File: src/rtl/fifo_rd_stream.sv
// Read-side FIFO consumer: issues rd_rq against the async FIFO and re-times the
// one-cycle read latency through a 2-entry buffer into a first-word-fall-through stream.

module fifo_rd_stream_chk (
  input logic       clk,
  input logic       rst,
  input logic [1:0] occ,
  input logic       inflight,
  input logic       pop
);

  // Buffered words plus the returning word must always fit in the two entries.
  a_no_overflow: assert property (@(posedge clk) disable iff (rst)
    (({1'b0, occ} + {2'b00, inflight}) <= 3'd2));

  // Downstream can only accept a word that is actually buffered.
  a_no_empty_pop: assert property (@(posedge clk) disable iff (rst)
    !(pop && (occ == 2'd0)));

endmodule

module fifo_rd_stream #(
  parameter int WIDTH = 8
) (
  input  logic             r_clk,
  input  logic             rst,
  input  logic             empty,
  input  logic [WIDTH-1:0] rdata,
  output logic             rd_rq,
  input  logic             flush,
  output logic             out_valid,
  input  logic             out_ready,
  output logic [WIDTH-1:0] out_data,
  output logic [1:0]       occupancy
);

  logic [1:0]       occ_r, occ_s;
  logic             inflight_r, inflight_s;
  logic [WIDTH-1:0] data0_r, data0_s;
  logic [WIDTH-1:0] data1_r, data1_s;
  logic             pop_s;
  logic [2:0]       level_s;
  logic [1:0]       wr_idx_s;

  // Handshake terms; the level bound leaves a free entry for every returning word.
  always_comb begin
    pop_s    = (occ_r != 2'd0) & out_ready;
    level_s  = {1'b0, occ_r} + {2'b00, inflight_r} - {2'b00, pop_s};
    wr_idx_s = occ_r - {1'b0, pop_s};
    rd_rq    = ~empty & ~flush & ~rst & (level_s <= 3'd1);
  end

  // Next-state: shift on pop from a full buffer, land the returning word behind the survivors.
  always_comb begin
    occ_s      = occ_r;
    inflight_s = inflight_r;
    data0_s    = data0_r;
    data1_s    = data1_r;
    if (flush) begin
      occ_s      = 2'd0;
      inflight_s = 1'b0;
    end else begin
      occ_s      = level_s[1:0];
      inflight_s = rd_rq;
      if (pop_s && (occ_r == 2'd2)) begin
        data0_s = data1_r;
      end else begin
        data0_s = data0_r;
      end
      if (inflight_r) begin
        if (wr_idx_s == 2'd0) begin
          data0_s = rdata;
        end else begin
          data1_s = rdata;
        end
      end else begin
        data1_s = data1_r;
      end
    end
  end

  // State registers.
  always_ff @(posedge r_clk or posedge rst) begin
    if (rst) begin
      occ_r      <= 2'd0;
      inflight_r <= 1'b0;
      data0_r    <= '0;
      data1_r    <= '0;
    end else begin
      occ_r      <= occ_s;
      inflight_r <= inflight_s;
      data0_r    <= data0_s;
      data1_r    <= data1_s;
    end
  end

  assign out_valid = (occ_r != 2'd0);
  assign out_data  = data0_r;
  assign occupancy = occ_r;

  fifo_rd_stream_chk u_chk (
    .clk      (r_clk),
    .rst      (rst),
    .occ      (occ_r),
    .inflight (inflight_r),
    .pop      (pop_s)
  );

endmodule
File: config.mk
export PLATFORM = sky130hd
export DESIGN_NAME = fifo_rd_stream
export DESIGN_NICKNAME = d
export VERILOG_FILES = /design/src/rtl/fifo_rd_stream.sv
export SDC_FILE = /design/constraint.sdc
export NUM_CORES = 1
export LEC_CHECK = 0
export CAP_MARGIN = 20
export CORE_UTILIZATION = 46
export CTS_CLUSTER_SIZE = 14
export DETAILED_ROUTE_END_ITERATION = 8
export GPL_ROUTABILITY_DRIVEN = 1
export GPL_TIMING_DRIVEN = 0
export PLACE_DENSITY = 0.74
export RECOVER_POWER = 50
export SKIP_CTS_REPAIR_TIMING = 1
export SYNTH_ARGS = -nofsm -noshare
export SYNTH_HDL_FRONTEND = slang
export SYNTH_SLANG_ARGS = --single-unit
export TNS_END_PERCENT = 30
File: constraint.sdc
create_clock -name r_clk -period 2.6 [get_ports r_clk]
set_input_delay 0.26 -clock r_clk [delete_from_list [all_inputs] [get_ports r_clk]]
set_output_delay 0.26 -clock r_clk [all_outputs]
set_load 0.01 [all_outputs]
Word-level counts from Yosys, hierarchy flattened:

Cells that the tools add are included.
W data, S select, Z words.

* div/mod/pow operators: 0
* eq/ne operators: 1
* muxes and demuxes: 5
* shifts and indexed selects: 0
* order comparisons: 1
* multiply operators: 0
* add/sub/neg operators: 3
* bitwise operators: 8
* reductions and logical operators: 4

Operators by type and width (count)
* $mux W8: 3
* $and A1 B1 Y1: 4
* $not A1 Y1: 4
* $add A2 B1 Y3: 1
* $le A3 B1 Y1 const B: 1
* $reduce_and A3 Y1: 1
* $sub A3 B1 Y3: 1
* $eq A2 B2 Y1 const B: 1
* $logic_not A2 Y1: 1
* $mux W2: 1
* $reduce_bool A2 Y1: 1
* $sub A2 B1 Y2: 1
* $logic_and A1 B1 Y1: 1
* $mux W1: 1

* memory bits (read-only): 0
* RAM bits: 0
* memories kept: 0
* latch bits: 0
* output and inout port bits: 12
* bits in registers: 19

Longest topological paths before layout:

* depth after elaboration: 6
* gate-level depth with buffers: 8

Worst setup path after synthesis:

Ideal clock, no wire load.

* path kind: register to output
* start point: register occ_r[1] (netlist: occupancy[1])
* end point: output rd_rq
* setup slack: 0.373 ns
* stages on the path, launching flop included: 9
* path buffers: 0
* data required time: 2.340 ns
* data arrival time: 1.967 ns
* path through: dfrtp_1 > or2_2 > nand2_1 > xnor2_1 > ha_1 > inv_1 > fa_1 > xnor2_1 > and4_1

* word-level cells in the longest chain between the ends: 5

Ends and longest elaborated chain
* start: declaration: RTL line 37 `logic [1:0] occ_r, occ_s;`
* start signal: assignment: RTL line 90 `occ_r <= occ_s;`
* $reduce_bool A2 Y1
* net out_valid: RTL line 31 `output logic out_valid,`
* $and A1 B1 Y1: RTL line 47 `pop_s = (occ_r != 2'd0) & out_ready;`
* $sub A3 B1 Y3: RTL line 48 `level_s = {1'b0, occ_r} + {2'b00, inflight_r} - {2'b00, pop_s};`
* $le A3 B1 Y1: RTL line 50 `rd_rq = ~empty & ~flush & ~rst & (level_s <= 3'd1);`
* $and A1 B1 Y1: RTL line 50
* end: declaration: RTL line 29 `output logic rd_rq,`

The timed path passes the listed nets, and every way through them passes these cells.

Worst setup path in the final report:

* start point: register occ_r[1] (netlist: occupancy[1])
* end point: output rd_rq

* word-level cells in the longest chain between the ends: 5

Ends and longest elaborated chain (RTL line)
* branches (longest 2 deep; another with $add A2 B1 Y3)
* $sub A3 B1 Y3 (*): 48
* $le A3 B1 Y1 (*): 50
* $and A1 B1 Y1 (*): 50

Every way passes the cells marked *.

==> summary.md <==
### Outcome
• completed — result of the run

### Layout
• 0.2990 — layout cells sized above 1
• 0 — Diodes inserted
• 113 — layout net count
• 142 — Fillers
• 37.87% — synthesis-to-finish area growth

### Global routing
• 0 — global route total overflow
• 2587 µm — wire length of the first global-routing pass
• 0 — antenna violations before repair
• 0.1803 — global router's overall resource usage
• 22 — pin count of the biggest net entering global routing
• 557 — via count of the first global-routing pass

### Drt
• 1831 µm — detailed-route wire length
• 646 — DR vias
• 0 — residual antenna-violating net count after detailed routing
• 4 — DRT Pass-1 Iters
• 5.295 — via density per instance
• 15.01 µm — wire length per cell after detailed routing
• 0 — DRC errors left
• 11 — violation count after the first detailed-routing iteration

### Yosys
• 1.000 — Async S/R FF share, synth
• 66 — synthesized instance count
• 19 — flip-flop and latch count after synthesis
• 0 — count of flip-flops with a built-in enable after synthesis
• 21 — post-synth cell types
• 918.4 µm² — netlist area before placement
• 0.5177 — share of the synthesized area in the top cell type
• 13.91 µm² — average instance area after synthesis
• 0 — number of warning messages in the yosys log
• dfrtp_1 — prevailing post-synth register cell
• 81 — synthesized netlist net count
• 0.5177 — part of the Yosys area used for sequential elements
• dfrtp_1 — cell taking the most area after synthesis
• dfrtp_1 52%, mux2_4 13%, a221o_1 8.7% — most area-consuming cells after synthesis

### Critical path
• rd_rq — termination of the worst setup path
• occupancy[1] — beginning of the critical path
• inflight_r — Worst R2R End
• 2 — combined buffer and inverter count along the critical path
• 2.34 ns — critical path data required time
• occupancy[1] — beginning of the worst register-to-register path
• 2.30 ns — arrival time worst endpoint
• 8 — number of logic stages on the critical path including buffering
• 0.58 ns — CP peak stage delay
• 0.66 ns — reg-to-reg slack, setup
• or2_4 > nand2_4 > xnor2_2 > ha_2 > inv_2 > fa_2 > and4_1 > buf_2 — list of cells traversed by the critical path
• output pin — Worst setup EP type
• reg2out — path type of the worst setup path
• adder cells — top cell family by delay on the critical path
• flip-flop — launching element type of the critical path
• 3 — crit path max fanout
• fa_2 — slowest CP cell
• 8 — Reg2Reg Depth

### Die
• 46.68 µm — Die Span X
• 0.5097 — Starting Density
• 15 — row count
• 25 — count of pins on the block boundary
• 46.68 µm — die span in y
• 1802 µm² — Core ar.
• 2179 µm² — Total Die Area

### Timing
• 0 ns — sum of negative setup slack
• 0.4787 — worst-case headroom to the max-slew limit
• 0 — Max Slew Vio Count
• 2.561 ns — time the worst path needs with I/O delays and setup
• 390.5 MHz — Max Clock Freq
• 0.03887 ns — final worst slack
• 0 — number of failing setup endpoints in the final timing report
• 0.7811 ns — transition time at the pin with the least slew margin
• 0.005168 ns — worst clock skew
• 0.9851 — fraction of the cycle the final worst path needs
• 0 — number of failing hold endpoints at the final stage
• yes — setup repair after global routing missed its margin
• 0.5165 ns — hold slack final

### Power
• 969.5 nW/µm² — PwrDens
• 0.125 — relative contribution of the clock network to total power
• 0.3135 — Sw Share
• 0.8428 mW — Pint
• 0.383 — Flop pwr share
• 0.6030 nW — Static Leak
• 0.3848 mW — switching pwr
• 1.228 mW — power consumption
• 0.7163 mV — Max VDD drop
• 0.492 — part of the power in combinational logic

### Hold path
• in2async — type of the tightest min-delay check

### Placed design
• 24 — PortBufs
• -0.1148 ns — post-placement setup slack
• 0.8491 — gpl congestion
• 1217 µm — HPWL after detailed placement

### Clocking
• 3 — number of buffers inserted during clock tree synthesis
• 2 — maximum root-to-sink buffer count
• 0.11 ns — clock-pin slew on the worst setup and hold paths
• 0.30 ns — worst-skew pair later-pin latency
• yes — CTS tree
• 19 — clock tree sinks
• clkbuf_4 — root buffer cell
• 1 — CTS H-tree depth

### Job
• 0 — number of max-cap violations

## stage by stage
| step | cell area, µm² | util | cells |
|---|---|---|---|
| 5_1_grt | 1266 | 0.7028 | 122 |
| 2_1_floorplan | 918.4 | - | 66 |
| 3_3_place_gp | 1190 | 0.6604 | 115 |
| 3_5_place_dp | 1190 | 0.6604 | 115 |
| 4_1_cts | 1217 | 0.6757 | 119 |
| 6_report | 1266 | 0.7028 | 122 |
## per-layer routing
layer	track usage	routed length (µm)	vias to the layer above
met5	0	0	-
met4	0.1029	41	0
met3	0.03529	71	5
met2	0.2500	878	18
met1	0.2594	838	321
li1	-	-	302
## area by class of cell
type,count,area [µm²],area share
plain buffers,2,16.27,0.01285
clock buffers,3,22.52,0.01779
flip-flops and latches,19,476.7,0.3765
well taps,25,31.28,0.02470
inverters,3,11.26,0.008893
clock inverters,1,5.005,0.003953
repair buffers,27,257.7,0.2036
multi-input cells,42,445.4,0.3518
## cell usage after synthesis (all sizes together) (2+ instances only)
library cell  instances
mux2                  8
nor2                  3
inv                   3
dfrtp                19
buf                   2
xnor2                 2
and2                  8
a221o                 8
and4                  2
nor2b                 2
## cell usage in the layout (no fill, tap or decap), types with 2 or more instances in the layout
master            n
clkbuf_4          3
buf_2             2
and4_1            2
a221o_1           8
clkdlybuf4s50_1  22
buf_4             3
and2_1            8
nor2_1            3
inv_1             2
mux2_4            8
dfrtp_1          18
xnor2_2           2
## cell families after synthesis
group | count (synthesis) | synth area share
AOI/OAI and AO/OA | 10 | 0.1213
xor gates and xnor gates | 2 | 0.01908
adders and majority gates | 2 | 0.03542
buffers and inverters | 5 | 0.02997
DFF | 19 | 0.5177
muxes | 8 | 0.1308
and+or+nand+nor | 20 | 0.1458
## power by group through the flow
stage	logic [mW]	clock network, mW	registers, mW
global route	0.654	0.170	0.481
global placement	0.507	0	0.478
CTS	0.524	0.155	0.477
detailed placement	0.520	0	0.483
floorplan	0.269	0	0.499
finish	0.604	0.154	0.470
## state kept, by name (all words and copies together) (netlist names)
| name | flops |
|---|---|
| inflight_r | 1 |
| data1_r | 8 |
| occupancy | 2 |
| out_data | 8 |
## worst register-to-register path: cells and delay by family (launching register included)
family                     cells  cell delay, ns
xor gates and xnor gates       2            0.25
buffers and inverters          1            0.04
DFF                            1            0.44
and+or+nand+nor                3            0.53
adders and majority gates      2            0.58
## worst min path at each step
stage / startpoint / cells past startpoint / end / slack (ns)
final: rst / 2 / out_data[7] / 0.52
after global routing: data1_r[0] / 1 / data1_r[0] / 0.53
after CTS: rst / 2 / out_data[7] / 0.41
after detailed placement: data1_r[0] / 1 / data1_r[0] / 0.49
after global placement: data1_r[2] / 1 / data1_r[2] / 0.48
after floorplan: rst / 1 / data1_r[0] / 0.22
(Power assumes the default switching activity.)
